$ cat src/rtl/bcd_seg_disp.sv
// Two-digit multiplexed 7-segment driver with frame capture, a dead cycle per slot and leading-zero blanking.
// Optional blink while the captured count reads 99: define DISP_BLINK_EN.
module bcd_seg_disp #(
  parameter int SCAN_DIV    = 1000,
  parameter int BLINK_TICKS = 64
) (
  input  logic       CLK,
  input  logic       RESET_B,
  input  logic [7:0] Q_IN,
  input  logic       CNT_99,
  output logic [6:0] SEG_B,
  output logic [1:0] DIG_B
);
  localparam int            PW      = $clog2(SCAN_DIV);
  localparam logic [PW-1:0] PRE_MAX = PW'(SCAN_DIV - 1);

  logic [PW-1:0] pre_cnt_q, pre_cnt_d;
  logic          sel_q, sel_d;
  logic [7:0]    shadow_q, shadow_d;
  logic [6:0]    seg_q, seg_d;
  logic [1:0]    dig_q, dig_d;
  logic          tick, capture, blink_off;
  logic [3:0]    nib;
  logic [1:0]    strobe;

  // Segment order gfedcba on [6:0], 0 = lit; non-BCD nibbles show a dash.
  function automatic logic [6:0] dec(input logic [3:0] n);
    case (n)
      4'd0:    dec = 7'b1000000;
      4'd1:    dec = 7'b1111001;
      4'd2:    dec = 7'b0100100;
      4'd3:    dec = 7'b0110000;
      4'd4:    dec = 7'b0011001;
      4'd5:    dec = 7'b0010010;
      4'd6:    dec = 7'b0000010;
      4'd7:    dec = 7'b1111000;
      4'd8:    dec = 7'b0000000;
      4'd9:    dec = 7'b0010000;
      default: dec = 7'b0111111;
    endcase
  endfunction

  always_comb begin
    tick      = (pre_cnt_q == PRE_MAX);
    capture   = tick & sel_q;
    pre_cnt_d = tick ? '0 : pre_cnt_q + 1'b1;
    sel_d     = sel_q ^ tick;
    shadow_d  = capture ? Q_IN : shadow_q;
    // Decode from next-state values so the units slot shows the sample taken on this same edge.
    nib       = sel_d ? shadow_d[7:4] : shadow_d[3:0];
    seg_d     = seg_q;
    if (tick) seg_d = (sel_d && nib == 4'd0) ? 7'h7F : dec(nib);
    strobe    = sel_q ? ((shadow_q[7:4] == 4'd0) ? 2'b11 : 2'b01) : 2'b10;
    dig_d     = (tick || blink_off) ? 2'b11 : strobe;
  end

  always_ff @(posedge CLK or negedge RESET_B) begin
    if (!RESET_B) begin
      pre_cnt_q <= '0;
      sel_q     <= 1'b1;
      shadow_q  <= 8'h00;
      seg_q     <= 7'h7F;
      dig_q     <= 2'b11;
    end else begin
      pre_cnt_q <= pre_cnt_d;
      sel_q     <= sel_d;
      shadow_q  <= shadow_d;
      seg_q     <= seg_d;
      dig_q     <= dig_d;
    end
  end

  assign SEG_B = seg_q;
  assign DIG_B = dig_q;

`ifdef DISP_BLINK_EN
  localparam int            BW        = (BLINK_TICKS > 1) ? $clog2(BLINK_TICKS) : 1;
  localparam logic [BW-1:0] BLINK_MAX = BW'(BLINK_TICKS - 1);

  logic          shadow_99_q, shadow_99_d;
  logic          blink_on_q, blink_on_d;
  logic [BW-1:0] blink_cnt_q, blink_cnt_d;

  always_comb begin
    shadow_99_d = capture ? CNT_99 : shadow_99_q;
    blink_cnt_d = blink_cnt_q;
    blink_on_d  = blink_on_q;
    if (!shadow_99_q) begin
      blink_cnt_d = '0;
      blink_on_d  = 1'b1;
    end else if (tick) begin
      if (blink_cnt_q == BLINK_MAX) begin
        blink_cnt_d = '0;
        blink_on_d  = ~blink_on_q;
      end else begin
        blink_cnt_d = blink_cnt_q + 1'b1;
      end
    end
  end

  always_ff @(posedge CLK or negedge RESET_B) begin
    if (!RESET_B) begin
      shadow_99_q <= 1'b0;
      blink_on_q  <= 1'b1;
      blink_cnt_q <= '0;
    end else begin
      shadow_99_q <= shadow_99_d;
      blink_on_q  <= blink_on_d;
      blink_cnt_q <= blink_cnt_d;
    end
  end

  assign blink_off = shadow_99_q & ~blink_on_q;
`else
  localparam int unused_blink_ticks = BLINK_TICKS;
  logic unused_cnt_99;
  assign unused_cnt_99 = CNT_99;
  assign blink_off     = 1'b0;
`endif

endmodule

$ cat config.mk
export PLATFORM = sky130hd
export DESIGN_NAME = bcd_seg_disp
export DESIGN_NICKNAME = d
export VERILOG_FILES = /design/src/rtl/bcd_seg_disp.sv
export SDC_FILE = /design/constraint.sdc
export NUM_CORES = 1
export LEC_CHECK = 0
export CORE_MARGIN = 5
export CORE_UTILIZATION = 50
export CTS_CLUSTER_SIZE = 25
export DETAILED_ROUTE_END_ITERATION = 10
export PLACE_DENSITY = 0.78
export REMOVE_ABC_BUFFERS = 1
export SLEW_MARGIN = 30
export SYNTH_ARGS = -nofsm -noshare
export SYNTH_HDL_FRONTEND = slang
export SYNTH_SLANG_ARGS = --single-unit
$ cat constraint.sdc
create_clock -name CLK -period 6.2 [get_ports CLK]
set_clock_uncertainty 0.15 [all_clocks]
set_input_delay 0.93 -clock CLK [delete_from_list [all_inputs] [get_ports CLK]]
set_output_delay 0.93 -clock CLK [all_outputs]
set_load 0.05 [all_outputs]
After elaboration in Yosys (flattened, before gate mapping)
Memory sizes are Yosys's and may differ from the RTL's.
Cells that the tools add are included.
{"block": "totals", "regBits": 28, "mem_bits_ro": 112, "wordCells": 20, "output_inout_bits": 9, "mem_count": 1, "in_bits": 11}
{"block": "op_classes", "add_sub_neg": 1, "n_reduce_logical": 3, "mux": 7, "bitwise": 2, "eq_ne": 1}
{"name": "(no name shown)", "words": 16, "word_bits": 7, "read_ports": 1, "rd_ports_with_merged_regs": 0, "write_ports": 0, "line": "28", "rtl": "case (n)"}
{"op": "10-bit by 1-bit adder with 10-bit output (second input constant)", "n": 1}
{"op": "10-bit equality test (second input constant)", "n": 1}
{"op": "10-bit 2-to-1 mux", "n": 1}
{"op": "4-bit zero test", "n": 2}
{"op": "8-bit 2-to-1 mux", "n": 1}
{"op": "7-bit 2-to-1 mux", "n": 1}
{"op": "2-bit 2-to-1 mux", "n": 3}
{"op": "4-bit 2-to-1 mux", "n": 1}
{"op": "1-bit AND", "n": 1}
{"op": "1-bit logical AND", "n": 1}
{"op": "1-bit bitwise XOR", "n": 1}

Logic depth before layout (Yosys ltp)
Gate-level depths: netlist (run 1).
{"block": "depth", "word_depth": 7, "ltp_mapped": 13, "ltp_nobuf": 12}

Least setup slack after synthesis (run 1)
OpenSTA, ideal clock, no wires.
{"block": "synth_timing", "path_type": "register to register", "startpoint": "register pre_cnt_q[0]", "endpoint": "register seg_q[6], in the netlist SEG_B[6]", "arrival_time_ps": 2952, "t_required_ps": 5959, "stages_incl_launch_ff": 14, "path_buffers": 2, "period_less_slack_ps": 3193, "path_slack_ps": 3007, "path_cell_list": "dfrtp_1 > ha_1 > nand4b_1 > nor3_1 > buf_4 > ha_1 > buf_6 > mux4_2 > inv_1 > ha_1 > nand2_1 > a21oi_1 > a21oi_1 > o31ai_1"}
{"block": "synth_between", "elab_chain_cells": 7, "word_cells_on_any_way": 9, "cone_classes": "1 x eq/ne; 3 x mux; 2 x bitwise; 2 x reduce/logical; 1 x memory"}
{"element": "start, declared", "line": "17", "rtl": "logic [PW-1:0] pre_cnt_q, pre_cnt_d;"}
{"element": "start signal, assigned", "line": "65", "rtl": "pre_cnt_q <= pre_cnt_d;"}
{"element": "10-bit equality test (*)", "line": "44", "rtl": "tick = (pre_cnt_q == PRE_MAX);"}
{"element": "parallel branches: the longest is 6 deep, another holds memory read 16 x 7 bit"}
{"element": "end signal, assigned", "line": "68", "rtl": "seg_q <= seg_d;"}
{"element": "end, declared", "line": "20", "rtl": "logic [6:0] seg_q, seg_d;"}
Mark *: on every way between the ends.
A chain may end at the register's enable or synchronous reset.

Worst setup path after layout (run 1)
Ends and elaborated chain as after synthesis.

==> results of run 1 <==
## cells by family after synthesis
logic type	count (synthesis)	synth area share [%]
buffers and inverters	11	4.73
XOR/XNOR	6	3.54
multiplexers	13	12.9
AND/OR/NAND/NOR	40	13.9
AO/OA/AOI/OAI	19	9.20
flip-flops	28	48.1
adder cells (fa/ha/maj)	9	7.60
## synthesized netlist by cell type
cell      count
a21oi_1       8
dfstp_2      10
a31oi_1       1
xnor2_1       2
mux2_2        9
and2_1        1
mux4_2        4
o21ai_0       1
and4_1        1
or2_2         2
dfrtp_1      18
or3b_4        1
inv_1         7
buf_4         2
bufinv_8      1
nor3_1        3
nand2b_1      1
o211ai_1      3
a21o_1        2
o31ai_1       1
nand3_1       5
ha_1          9
or4_1         1
or2b_1        1
o21bai_4      1
nand3b_1      1
o21ai_1       1
buf_6         1
nand2_1       7
xor2_1        4
a21oi_4       1
nand4b_1      1
nor2_1       12
nand4_1       2
or3_1         1
## routing by layer
layer  part of all wire (%)  wire length (µm)
met1                     43              1100
met2                     52              1310
met3                    2.6                66
met4                    2.6                65
met5                      0                 0
## worst register-to-register path: cells and delay by family (launching register included)
kind | cells | cell delay (ns)
AND/OR/NAND/NOR | 3 | 0.40
multiplexers | 1 | 0.66
adder cells (fa/ha/maj) | 3 | 1.00
buffers and inverters | 2 | 0.37
flip-flops | 1 | 0.40
AO/OA/AOI/OAI | 3 | 0.43
## power groups by stage
stage / Combinational (µW) / Sequential [µW] / Clock [µW]
6_report: 9.96 / 183 / 89.4
4_1_cts: 10.4 / 183 / 93.9
3_3_place_gp: 10.0 / 186 / 0
5_1_grt: 11.4 / 183 / 106
2_1_floorplan: 0.0500 / 186 / 0
3_5_place_dp: 10.3 / 186 / 0
## state kept, by name (all words and copies together) (netlist names)
name / cells
shadow_q: 8
SEG_B: 7
sel_q: 1
DIG_B: 2
pre_cnt_q: 10
## per-stage QoR
step	hold slack, ns	total power (µW)
final	0.326	282
after global routing	0.362	301
after CTS	0.324	287
after detailed placement	0.305	196
after global placement	0.293	196
after floorplan	0.283	186
## path summary, 6_finish.rpt
check,from,slack (ns),end
worst max-delay path,pre_cnt_q[0],2.73,SEG_B[6]
worst min-delay path,pre_cnt_q[0],0.33,pre_cnt_q[0]
worst max register to register,pre_cnt_q[0],2.73,SEG_B[6]
worst min register to register,pre_cnt_q[0],0.33,pre_cnt_q[0]
max in group asynchronous,RESET_B,4.79,SEG_B[3]
min in group asynchronous,RESET_B,0.80,pre_cnt_q[9]
## final cells by class
type / count / area (µm²) / area share (%)
inverters: 8 / 43.8 / 2.54
clock buffers: 4 / 36.3 / 2.10
well taps: 31 / 38.8 / 2.25
flip-flops and latches: 28 / 713 / 41.3
repair buffers: 20 / 195 / 11.3
multi-input cells: 87 / 699 / 40.5
==> results.txt, run 1 <==
----------------------------------------------------
[Run status]
  Result of the run ... completed

[Synth]
  Sequential fraction of the synthesis area ... 48.1%
  Flop and latch count out of synthesis ... 28
  Post-synthesis instance area ... 0.00148 mm²
  Area share of the largest cell type after synthesis ... 30.4%
  Post-synthesis cell type count ... 35
  Yosys top cell by area ... dfrtp_1
  Synth area leaders ... dfrtp_1, dfstp_2, ha_1
  Synthesized instance count ... 126
  Avg Inst Size Synth ... 11.8 µm²
  Yosys Warn Count ... 0

[Worst setup path]
  Largest fanout on the critical path ... 14
  Arrival time at the worst endpoint ... 3.58 ns
  Sort of element at the start of the critical path ... flop
  Crit path capture type ... flop
  CP Cell Sequence ... ha_1, nand4b_1, nor3_1, buf_4, ha_1, mux4_2, inv_1, ha_1, nand2_1, a21oi_1, a21oi_1, o31ai_1
  Crit path required time ... 6.31 ns
  Critical path's top delay family ... adder cells
  Worst setup path class ... flop to flop
  Critical-path top delay cell ... mux4_2
  Most numerous cell on the critical path ... ha_1
  Count of cells along the worst register-to-register path ... 12
  Number of cells on the critical path ... 12
  Delay contributed by the slowest stage of the critical path ... 0.66 ns
  Critical path buffer and inverter count ... 2

[Die]
  Vertical extent of the die ... 64.5 µm
  Horizontal die dimension ... 64.5 µm
  Number of cell rows ... 19
  Initial core utilization ... 52.9%
  Floorplan die area ... 0.00415 mm²
  Number of top-level pins ... 20
  Area of the placeable core ... 0.00281 mm²

[CTS]
  TritonCTS clock tree ... done
  TritonCTS Buffers ... 3
  Root buf cell ... clkbuf_4
  Clock latency on the worst-skew pair ... 0.33 ns
  # resized after CTS ... 0
  Maximum count of clock buffers along a single path ... 2
  CTS H-tree depth ... 1
  Post CTS Setup Buffer Count ... 0
  Sink count of the clock tree ... 28
  Hold-fix buffers, CTS ... 0
  Clock input transition at the sequential cells of the worst setup and hold paths ... 0.15 ns

[Routing]
  Detailed Routing Iterations Pass 1 ... 4
  Mean number of vias per cell ... 5.63
  Drt drc ... 0
  Number of vias after detailed routing ... 1002
  Drt initial violations ... 31
  Mean routed wirelength per cell ... 14.2 µm
  Routed Wire Length ... 2.53 mm
  Count of nets left with antenna violations after detail routing ... 0

[Global route]
  Routing layer with the top usage in global route ... met2
  Maximum number of pins on one net before global-route repair ... 29
  Via count of the first global-routing pass ... 1055
  Number of antenna violations at the first check in global routing ... 0
  Global-route wire length before repair ... 4.65 mm
  Routing usage on met2 ... 26.4%
  Met3 Use GR ... 2.25%
  Met1 routing resource usage after global routing ... 15.9%
  Remaining global-route overflow ... 0
  Global-route usage over all layers ... 14.3%

[Final layout]
  Area overhead of the layout relative to synthesis ... 16.5%
  Total Nets Final ... 168
  Total non-filler cell area in the finished layout ... 0.00173 mm²
  Post-layout instance count excluding filler cells ... 178
  Most frequent cells in the layout ... clkdlybuf4s50_1, dfrtp_1, nor2_1
  Proportion of layout cells with a drive suffix above 1 ... 23.8%
  Fraction of the core area covered by cells at the end of the flow ... 61.6%
  Count of filler cells inserted in the layout ... 237
  Final antenna diode count ... 0

[Power and ir drop]
  Fraction of power consumed by the clock network ... 31.7%
  Combinational power share ... 3.5%
  Power Internal ... 224 µW
  Leak pwr ... 0.000742 µW
  Sequential fraction of design power ... 64.8%
  Reported net switching power ... 58.0 µW
  Power density over the cells ... 164 mW/mm²
  Fraction of power spent switching nets ... 20.5%
  Peak supply drop ... 0.110 mV

[STA]
  Final period utilization ... 55.9%
  Time the worst path needs with I/O delays and setup ... 3.47 ns
  Hold Vio Cnt, Final ... 0
  Actual transition at the worst max-transition pin ... 0.584 ns
  Final-layout setup total negative slack ... 0 ns
  Final setup vio count ... 0
  Maximum achievable frequency ... 0.289 GHz
  Max Transition Viols Final ... 0
  Relative slew margins ... 61.1%
  Smallest setup slack after layout ... 2.73 ns
  Unrepaired setup endpoints after global routing ... false

[Hold path]
  Number of cells on the worst hold path ... 1
  Worst Hold Class ... flop to flop

[Placed design]
  Total cell area at the placement stage ... 0.00169 mm²
  HPWL after DPL ... 1.93 mm
  Routability-driven placement congestion ratio ... 0.810
  Port Buffers ... 18
  Count of placed standard cells including taps ... 174
  Worst Setup Slack post-DPL ... 2.76 ns

[Job]
  Number of maximum-capacitance constraint violations ... 0

----------------------------------------------------
(Power assumes the default switching activity.)
==> run 2: changes to the inputs <==
==> constraint.sdc (replaced) <==
create_clock -name CLK -period 3.5 [get_ports CLK]
set_clock_uncertainty 0.15 [all_clocks]
set_input_delay 0.525 -clock CLK [delete_from_list [all_inputs] [get_ports CLK]]
set_output_delay 0.525 -clock CLK [all_outputs]
set_load 0.05 [all_outputs]
==> run 2 against run 1 <==
  * Non-clock buffer count is 5 higher
  * Cell area is 1.7% higher
  * First-iteration DRC count is 65% higher
  * Global-route usage is 0.40 points higher
  * Critical path depth is 1 higher
  * Sequential share of layout area is 0.71 points lower
  * Core utilization is 1.1 points higher
  * Total power is 69% higher
  * Register-to-register slack worse by 2.4 ns
  * Flip-flop and latch count stayed put
  * Setup slack worse by 2.4 ns
  * Critical endpoint unchanged
  * The flow now finishes with violations (hold timing)
==> results.txt, run 2 (synthesis results as in run 1) <==
----------------------------------------------------
[Placed design]
  HPWL after DPL ... 2.11 mm (+9.8%)
  Total cell area at the placement stage ... 0.00172 mm² (+1.9%)
  Worst Setup Slack post-DPL ... 0.270 ns (-2.49 ns)
  Routability-driven placement congestion ratio ... 0.778 (-3.9%)
  Port Buffers ... 18 (unchanged)

[CTS]
  Maximum count of clock buffers along a single path ... 2 (unchanged)
  Clock input transition at the sequential cells of the worst setup and hold paths ... 0.15 ns (about the same)
  TritonCTS clock tree ... done
  Post CTS Setup Buffer Count ... 0 (unchanged)
  Hold-fix buffers, CTS ... 0 (unchanged)
  CTS H-tree depth ... 1 (unchanged)
  Clock latency on the worst-skew pair ... 0.33 ns (about the same)
  # resized after CTS ... 0 (unchanged)
  Root buf cell ... clkbuf_4
  TritonCTS Buffers ... 3 (unchanged)
  Sink count of the clock tree ... 28 (unchanged)

[Routing]
  Drt drc ... 0 (unchanged)
  Mean routed wirelength per cell ... 14.7 µm (+3.0%)
  Detailed Routing Iterations Pass 1 ... 4 (unchanged)
  Number of vias after detailed routing ... 1002 (unchanged)
  Drt initial violations ... 51 (+65%)
  Routed Wire Length ... 2.68 mm (+5.9%)
  Mean number of vias per cell ... 5.48 (-2.7%)
  Count of nets left with antenna violations after detail routing ... 0 (unchanged)

[Final layout]
  Final antenna diode count ... 0 (unchanged)
  Area overhead of the layout relative to synthesis ... 18.5%
  Total non-filler cell area in the finished layout ... 0.00176 mm² (+1.7%)
  Fraction of the core area covered by cells at the end of the flow ... 62.6% (+1.1 points)
  Most frequent cells in the layout ... dfrtp_1, clkdlybuf4s50_1, nor2_1
  Biggest register ... pre_cnt_q
  Proportion of layout cells with a drive suffix above 1 ... 27.6% (+3.8 points)
  Max FFs per register ... 10 (unchanged)
  Total Nets Final ... 173 (+3.0%)
  Count of filler cells inserted in the layout ... 230 (-3.0%)
  Most common cell after layout, fill and taps aside ... dfrtp_1

[STA]
  Final setup vio count ... 0 (unchanged)
  Time the worst path needs with I/O delays and setup ... 3.17 ns (-0.294 ns)
  Actual transition at the worst max-transition pin ... 0.509 ns (-0.0753 ns)
  Smallest setup slack after layout ... 0.328 ns (-2.41 ns)
  Final period utilization ... 90.6% (+35 points)
  Relative slew margins ... 66.1% (+5.0 points)
  Unrepaired setup endpoints after global routing ... false
  Hold Vio Cnt, Final ... 10 (+10)
  Final-layout worst hold slack ... -0.0159 ns (-0.342 ns)
  Max Transition Viols Final ... 0 (unchanged)
  Maximum achievable frequency ... 0.315 GHz (+9.3%)

[Global route]
  Number of antenna violations at the first check in global routing ... 0 (unchanged)
  Remaining global-route overflow ... 0 (unchanged)
  Global-route usage over all layers ... 14.7% (+0.40 points)
  Maximum number of pins on one net before global-route repair ... 24 (-17%)
  Global-route wire length before repair ... 4.86 mm (+4.6%)
  Via count of the first global-routing pass ... 1107 (+4.9%)

[Run status]
  Violated checks ... hold timing
  Result of the run ... complete, but fails checks

[Power and ir drop]
  Peak supply drop ... 0.169 mV (+54%)
  Fraction of power consumed by the clock network ... 28.5% (-3.2 points)
  Fraction of power spent switching nets ... 20.9% (+0.42 points)
  Power Internal ... 378 µW (+68%)
  Total chip power ... 478 µW (+69%)
  Reported net switching power ... 100 µW (+73%)
  Sequential fraction of design power ... 67.8% (+3.0 points)
  Power density over the cells ... 272 mW/mm² (+66%)
  Leak pwr ... 0.000760 µW (+2.5%)
  Combinational power share ... 3.6% (about the same)

[Die]
  Area of the placeable core ... 0.00281 mm² (unchanged)
  Horizontal die dimension ... 64.5 µm (unchanged)
  Vertical extent of the die ... 64.5 µm (unchanged)
  Floorplan die area ... 0.00415 mm² (unchanged)
  Initial core utilization ... 52.9% (unchanged)
  Number of top-level pins ... 20 (unchanged)
  Number of cell rows ... 19 (unchanged)

[Worst setup path]
  Sort of element at the start of the critical path ... flop
  Arrival time at the worst endpoint ... 3.28 ns (-0.30 ns)
  Crit path required time ... 3.61 ns (-2.70 ns)
  Largest fanout on the critical path ... 6 (-8)
  Worst setup path class ... flop to flop
  Crit path capture type ... flop

[Hold path]
  Worst Hold Class ... input port to asynchronous set/reset pin

[Job]
  Number of maximum-capacitance constraint violations ... 0 (unchanged)

----------------------------------------------------
## run 2: changes by cell type in the layout (fill, tap and decap cells not counted), sizes merged
cell / change
clkdlybuf4s50: -1
buf: +6
## run 2: stage by stage
| step | setup TNS [ns] | cells |
|---|---|---|
| 3_3_place_gp | 0 | 179 |
| 5_1_grt | 0 | 183 |
| 2_1_floorplan | -1.13 | 123 |
| 4_1_cts | 0 | 183 |
| 3_5_place_dp | 0 | 179 |
| 6_report | 0 | 183 |
## run 2: critical path, cell delays in order (launching register included)
cell	delay, ns
dfrtp_1	0.40
ha_1	0.25
nand4b_1	0.15
nor3_2	0.16
buf_4	0.16
bufinv_8	0.19
ha_1	0.36
mux4_2	0.39
inv_1	0.13
ha_1	0.19
nand2_1	0.13
a21oi_1	0.18
a21oi_1	0.06
o31ai_1	0.19
## run 2: per-layer routing
layer / GRT usage, % / share of wire (%)
met2: 29.1 / 55
met3: 2.25 / 3.2
met5: 0 / 0
met1: 16.1 / 40
met4: 3.96 / 1.3
## run 2: power by group through the flow
| stage | Clock [µW] | Sequential, µW | Combinational [µW] |
|---|---|---|---|
| CTS | 142 | 324 | 18.1 |
| global route | 158 | 324 | 19.5 |
| floorplan | 0 | 330 | 0.0883 |
| global placement | 0 | 330 | 17.8 |
| detailed placement | 0 | 330 | 18.1 |
| finish | 136 | 324 | 17.3 |
## run 2: layout make-up
type	instances	area, µm²	area share (%)
sequential	28	713	40.6
multi-input combinational	87	707	40.2
timing repair buffer	25	228	13.0
inverter	8	43.8	2.49
tap	31	38.8	2.21
clock buffer	4	26.3	1.50
## run 2: worst paths after layout
| kind | end | slack (ns) | cells past startpoint | startpoint |
|---|---|---|---|---|
| worst max-delay path | SEG_B[6] | 0.33 | 13 | pre_cnt_q[0] |
| worst min-delay path | pre_cnt_q[4] | -0.02 | 1 | RESET_B |
| worst max register to register | SEG_B[6] | 0.33 | 13 | pre_cnt_q[0] |
| worst min register to register | pre_cnt_q[0] | 0.33 | 1 | pre_cnt_q[0] |
| max in group asynchronous | SEG_B[4] | 2.63 | 2 | RESET_B |
| min in group CLK | pre_cnt_q[0] | 0.33 | 1 | pre_cnt_q[0] |
==> edit 1, RTL diff (settings of run 2) <==
Build with the macro `DISP_BLINK_EN` defined.
--- a/src/rtl/bcd_seg_disp.sv
+++ b/src/rtl/bcd_seg_disp.sv
@@ -1,5 +1,7 @@
 // Two-digit multiplexed 7-segment driver with frame capture, a dead cycle per slot and leading-zero blanking.
 // Optional blink while the captured count reads 99: define DISP_BLINK_EN.
+`define DISP_BLINK_EN
+
 module bcd_seg_disp #(
   parameter int SCAN_DIV    = 1000,
   parameter int BLINK_TICKS = 64
Check against the original RTL: same outputs for any inputs over 10 cycles, from zero or initial values and one cycle with RESET_B low; that may be too few to reach the edited logic, so the function may still have changed.
==> edit 1 against run 2 <==
  * Fmax down 1.0%
  * Synthesized area increased by 23%
  * Cell area is 24% higher
  * Sequential share of layout area is 1.5 points higher
  * Setup slack worse by 0.034 ns
  * Critical endpoint is now SEG_B[3]$_DFFE_PN1N_
  * Die area is 20% higher
  * Count of clock-buffer cells in the layout rose by 4
  * Total power increased by 54%
  * Combinational power increased by 20%
  * Largest power group unchanged
  * Sequential cell count increased by 8
  * Wire length increased by 32%
  * Clock power is 120% higher
==> edit 1: results (changes against run 2) <==
critPathArrivalTime_ns: 3.27  # about the same
yosys-top-cells-count: "25 x dfrtp_1, 16 x nand2_1, 15 x a21oi_1"
clock_area_share_pct: 4.14  # +2.6 points
wl_met2_um: 1940  # +30%
syn_inst: 165  # +31%
dp.cells: 230  # +28%
grt_pass1_vias: 1334  # +21%
dr.first_iter.drc_count: 81  # +59%
synth_compound_area_share_pct: 10.5  # +1.3 points
synth_area_leaders: "dfrtp_1 34%, dfstp_2 16%, ha_1 6.2%"
clk_pin_slew_ns: 0.07  # -0.08 ns
slowest_stage: "mux4_2"
leakagePower_nw: 0.929  # +22%
ys_types: 42  # +20%
inverters_excl_clock: 7  # -1
synthXorXnorAreaFrac_pct: 3.83  # +0.28 points
nClkBuffers: 8  # +4
signal_buffers: 23  # -8.0%
area_share_nonclk_buffers_pct: 10.1  # -2.8 points
internal_power_w: 0.000588  # +55%
avgViaCountPerCell: 5.43  # -0.86%
clock_sinks: 36  # +29%
dr_wl_met3_um: 151  # +76%
grt_use_met1_pct: 17.2  # +1.1 points
nMultiInputCombCells: 116  # +33%
place.gp.congestion: 0.786  # +0.96%
path_delay_family: "simple AND/OR/NAND/NOR gates"
portBuffers: 19  # +1
min_path_type: "reg -> reg"
grt_use_total_pct: 15.7  # +0.98 points
nFillCells: 295  # +28%
synth_fa_ha_area_share_pct: 6.15  # -1.4 points
grt_pass1_wl_um: 6090  # +25%
seq_area_um2: 915  # +28%
multi_input_area_um2: 863  # +22%
drive_gt1_share_pct: 21.1  # -6.6 points
synth.area.mux_share_pct: 10.4  # -2.5 points
htree_levels: 2  # +1
clk_latency_ns: 0.28  # -0.05 ns
outcome: "complete, no violations"
-- edit 1: cell count changes after synthesis, moves of 3 or more --
cell      delta
nand2_1      +9
dfrtp_1      +7
or3_1        +3
a21oi_1      +7
o21ai_0      +3
clkbuf_1     +3
-- edit 1: worst reg2reg max path, delay by kind of cell (launching register included) --
kind / cells / cell delay [ns]
multiplexers: 1 / 0.59
flip-flops: 1 / 0.40
buffers and inverters: 2 / 0.24
AO/OA/AOI/OAI: 3 / 0.50
AND/OR/NAND/NOR: 3 / 0.65
adder cells (fa/ha/maj): 3 / 0.61
-- edit 1: final timing paths --
path / cells after the start / slack (ns) / startpoint / to
max: 12 / 0.29 / pre_cnt_q[0]$_DFF_PN0_ / SEG_B[3]$_DFFE_PN1N_
min: 1 / 0.30 / shadow_99_q$_DFFE_PN0N_ / blink_on_q$_DFFE_PN1P_
max reg2reg: 12 / 0.29 / pre_cnt_q[0]$_DFF_PN0_ / SEG_B[3]$_DFFE_PN1N_
min reg2reg: 1 / 0.30 / shadow_99_q$_DFFE_PN0N_ / blink_on_q$_DFFE_PN1P_
max in group asynchronous: 2 / 2.35 / RESET_B / SEG_B[2]$_DFFE_PN1N_
min in group asynchronous: 2 / 0.50 / RESET_B / pre_cnt_q[3]$_DFF_PN0_
-- edit 1: per-stage QoR --
stage / instance area, um^2 / hold slack [ns] / TNS, ns / worst slack, ns
6_report: 2170 / 0.300 / 0 / 0.294
5_1_grt: 2170 / 0.343 / 0 / 0.0780
4_1_cts: 2160 / 0.305 / 0 / 0.0599
3_5_place_dp: 2070 / 0.296 / 0 / 0.0893
3_3_place_gp: 2070 / 0.291 / 0 / 0.286
2_1_floorplan: 1790 / 0.0794 / -0.686 / -0.125
==> edit 2, RTL diff (config.mk and constraints of run 2) <==
Made on the original files. Register the input `Q_IN` before use. The logic sees it one clock later. The other inputs are not delayed to match.
--- a/src/rtl/bcd_seg_disp.sv
+++ b/src/rtl/bcd_seg_disp.sv
@@ -13,6 +13,12 @@
 );
   localparam int            PW      = $clog2(SCAN_DIV);
   localparam logic [PW-1:0] PRE_MAX = PW'(SCAN_DIV - 1);
+
+  logic [7:0] Q_IN_q;
+
+  always_ff @(posedge CLK) begin
+    Q_IN_q <= Q_IN;
+  end
 
   logic [PW-1:0] pre_cnt_q, pre_cnt_d;
   logic          sel_q, sel_d;
@@ -45,7 +51,7 @@
     capture   = tick & sel_q;
     pre_cnt_d = tick ? '0 : pre_cnt_q + 1'b1;
     sel_d     = sel_q ^ tick;
-    shadow_d  = capture ? Q_IN : shadow_q;
+    shadow_d  = capture ? Q_IN_q : shadow_q;
     // Decode from next-state values so the units slot shows the sample taken on this same edge.
     nib       = sel_d ? shadow_d[7:4] : shadow_d[3:0];
     seg_d     = seg_q;
Formal check against the unedited RTL: same outputs for any inputs over 10 cycles, from zero or initial values and one cycle with RESET_B low; that may be too few to reach the edited logic, so the function may still have changed.
==> edit 2 against run 2 <==
  * Wire length shrank 1.6%
  * Sequential share of layout area increased by 4.1 points
  * Global-route usage fell by 0.80 points
  * Utilization is 0.36 points higher
  * Sequential cell count rose by 8
  * Cell area is 11% higher
  * Largest cell class unchanged
  * Clock power grew 52%
  * Setup slack gained 0.038 ns
  * Cell count rose by 14%
  * Fmax is 1.2% higher
  * Synthesized area rose by 11%
  * Total power up 35%
==> edit 2: results (changes against run 2) <==
synth_compound_area_share_pct: 8.30  # -0.90 points
synth.area.mux_share_pct: 11.7  # -1.3 points
grt_use_total_pct: 13.9  # -0.80 points
avgViaCountPerCell: 5.06  # -7.5%
synth-seq-area-share_pct: 53.2  # +5.1 points
grt_pass1_wl_um: 4570  # -6.0%
finalNonFillerCells: 208  # +14%
critPathArrivalTime_ns: 3.25  # -0.03 ns
synth-async-reset-ratio_pct: 77.8  # -22 points
wl_met2_um: 1290  # -13%
clk_pin_slew_ns: 0.11  # -0.04 ns
worst_slew_pin_slew_ns: 0.505  # -0.00363 ns
dp.cells: 199  # +11%
leakagePower_nw: 0.833  # +9.6%
syn_inst: 134  # +6.3%
synthXorXnorAreaFrac_pct: 3.20  # -0.35 points
grt_pass1_vias: 1066  # -3.7%
holdWs_ns: 0.312  # +0.328 ns
met1_length_um: 1150  # +7.6%
ys_types: 36  # +2.9%
vdd_drop_max_uv: 230  # +36%
wire_per_inst_um: 12.7  # -13%
htree_levels: 2  # +1
dp_hpwl_um: 2030  # -4.1%
dr_wl_met3_um: 145  # +69%
nFillCells: 275  # +20%
drive_gt1_share_pct: 26.2  # -1.4 points
dr.first_iter.drc_count: 44  # -14%
dpl_worst_slack_ns: 0.310  # +0.0401 ns
synth_fa_ha_area_share_pct: 6.85  # -0.74 points
outcome: "complete, no violations"
cts_buffers: 5  # +2
critPathMaxStageDelay_ns: 0.38  # -0.02 ns
place.gp.congestion: 0.791  # +1.7%
fin_nets: 183  # +5.8%
==> edit 2: cell count changes in the layout (fill, tap and decap cells not counted) <==
| cell | before | now |
|---|---|---|
| buf_4 | 7 | 6 |
| clkbuf_1 | 1 | 2 |
| clkbuf_4 | 3 | 5 |
| clkinv_2 | 0 | 1 |
| dfxtp_1 | 0 | 8 |
| dlygate4sd3_1 | 0 | 1 |
| nor3_1 | 2 | 3 |
| nor3_2 | 1 | 0 |
==> edit 2: worst max-delay path: cells and delay by family, from the launching register on <==
family                   cells  cell delay, ns
AO/OA/AOI/OAI                3            0.41
adder cells (fa/ha/maj)      3            0.79
buffers and inverters        3            0.50
flip-flops                   1            0.38
multiplexers                 1            0.38
AND/OR/NAND/NOR              3            0.46
==> edit 2: area by class of cell <==
class / instances / share of cell area, %
clock buffer: 7 / 2.30
clock inverter: 1 / 0.256
timing repair buffer: 25 / 11.8
tap: 44 / 2.82
sequential: 36 / 44.7
inverter: 8 / 2.24
multi-input combinational: 87 / 35.9
==> edit 2: worst max-delay path by stage <==
stage | start | to | slack [ns] | cells after the start
2_1_floorplan | pre_cnt_q[0]$_DFF_PN0_ | SEG_B[4]$_DFFE_PN1N_ | -0.20 | 11
3_3_place_gp | pre_cnt_q[0]$_DFF_PN0_ | SEG_B[6]$_DFFE_PN1N_ | 0.37 | 12
3_5_place_dp | pre_cnt_q[0]$_DFF_PN0_ | SEG_B[6]$_DFFE_PN1N_ | 0.31 | 12
6_report | pre_cnt_q[0]$_DFF_PN0_ | SEG_B[6]$_DFFE_PN1N_ | 0.37 | 13
5_1_grt | pre_cnt_q[0]$_DFF_PN0_ | SEG_B[5]$_DFFE_PN1N_ | 0.05 | 13
4_1_cts | pre_cnt_q[0]$_DFF_PN0_ | SEG_B[3]$_DFFE_PN1N_ | 0.28 | 10
==> edit 2: cells by family after synthesis <==
group / count (synthesis)
adders and majority gates: 9
buffers and inverters: 11
AOI/OAI and AO/OA: 19
DFF: 36
and+or+nand+nor: 40
xor gates and xnor gates: 6
muxes: 13
==> edit 2: where the power goes <==
| group | leakage [nW] | internal [W] | switching, W |
|---|---|---|---|
| Combinational | 0.395 | 0.00000951 | 0.00000686 |
| Sequential | 0.408 | 0.000420 | 0.00000204 |
| Clock | 0.0293 | 0.0000783 | 0.000129 |
| Total | 0.833 | 0.000508 | 0.000138 |
==> edit 2: layer usage <==
metal	track usage, %	vias up
met5	0	-
met4	5.32	0
met3	5.66	9
met2	23.7	23
met1	15.5	498
li1	-	523
==> edit 2: metrics by stage <==
stage / total power, W / utilization (%) / instance area, um^2
after floorplan: 0.000429 / - / 1620
after global placement: 0.000446 / 61.1 / 1900
after global routing: 0.000679 / 63.0 / 1950
after CTS: 0.000658 / 62.9 / 1950
after detailed placement: 0.000446 / 61.0 / 1890
final: 0.000646 / 63.0 / 1950
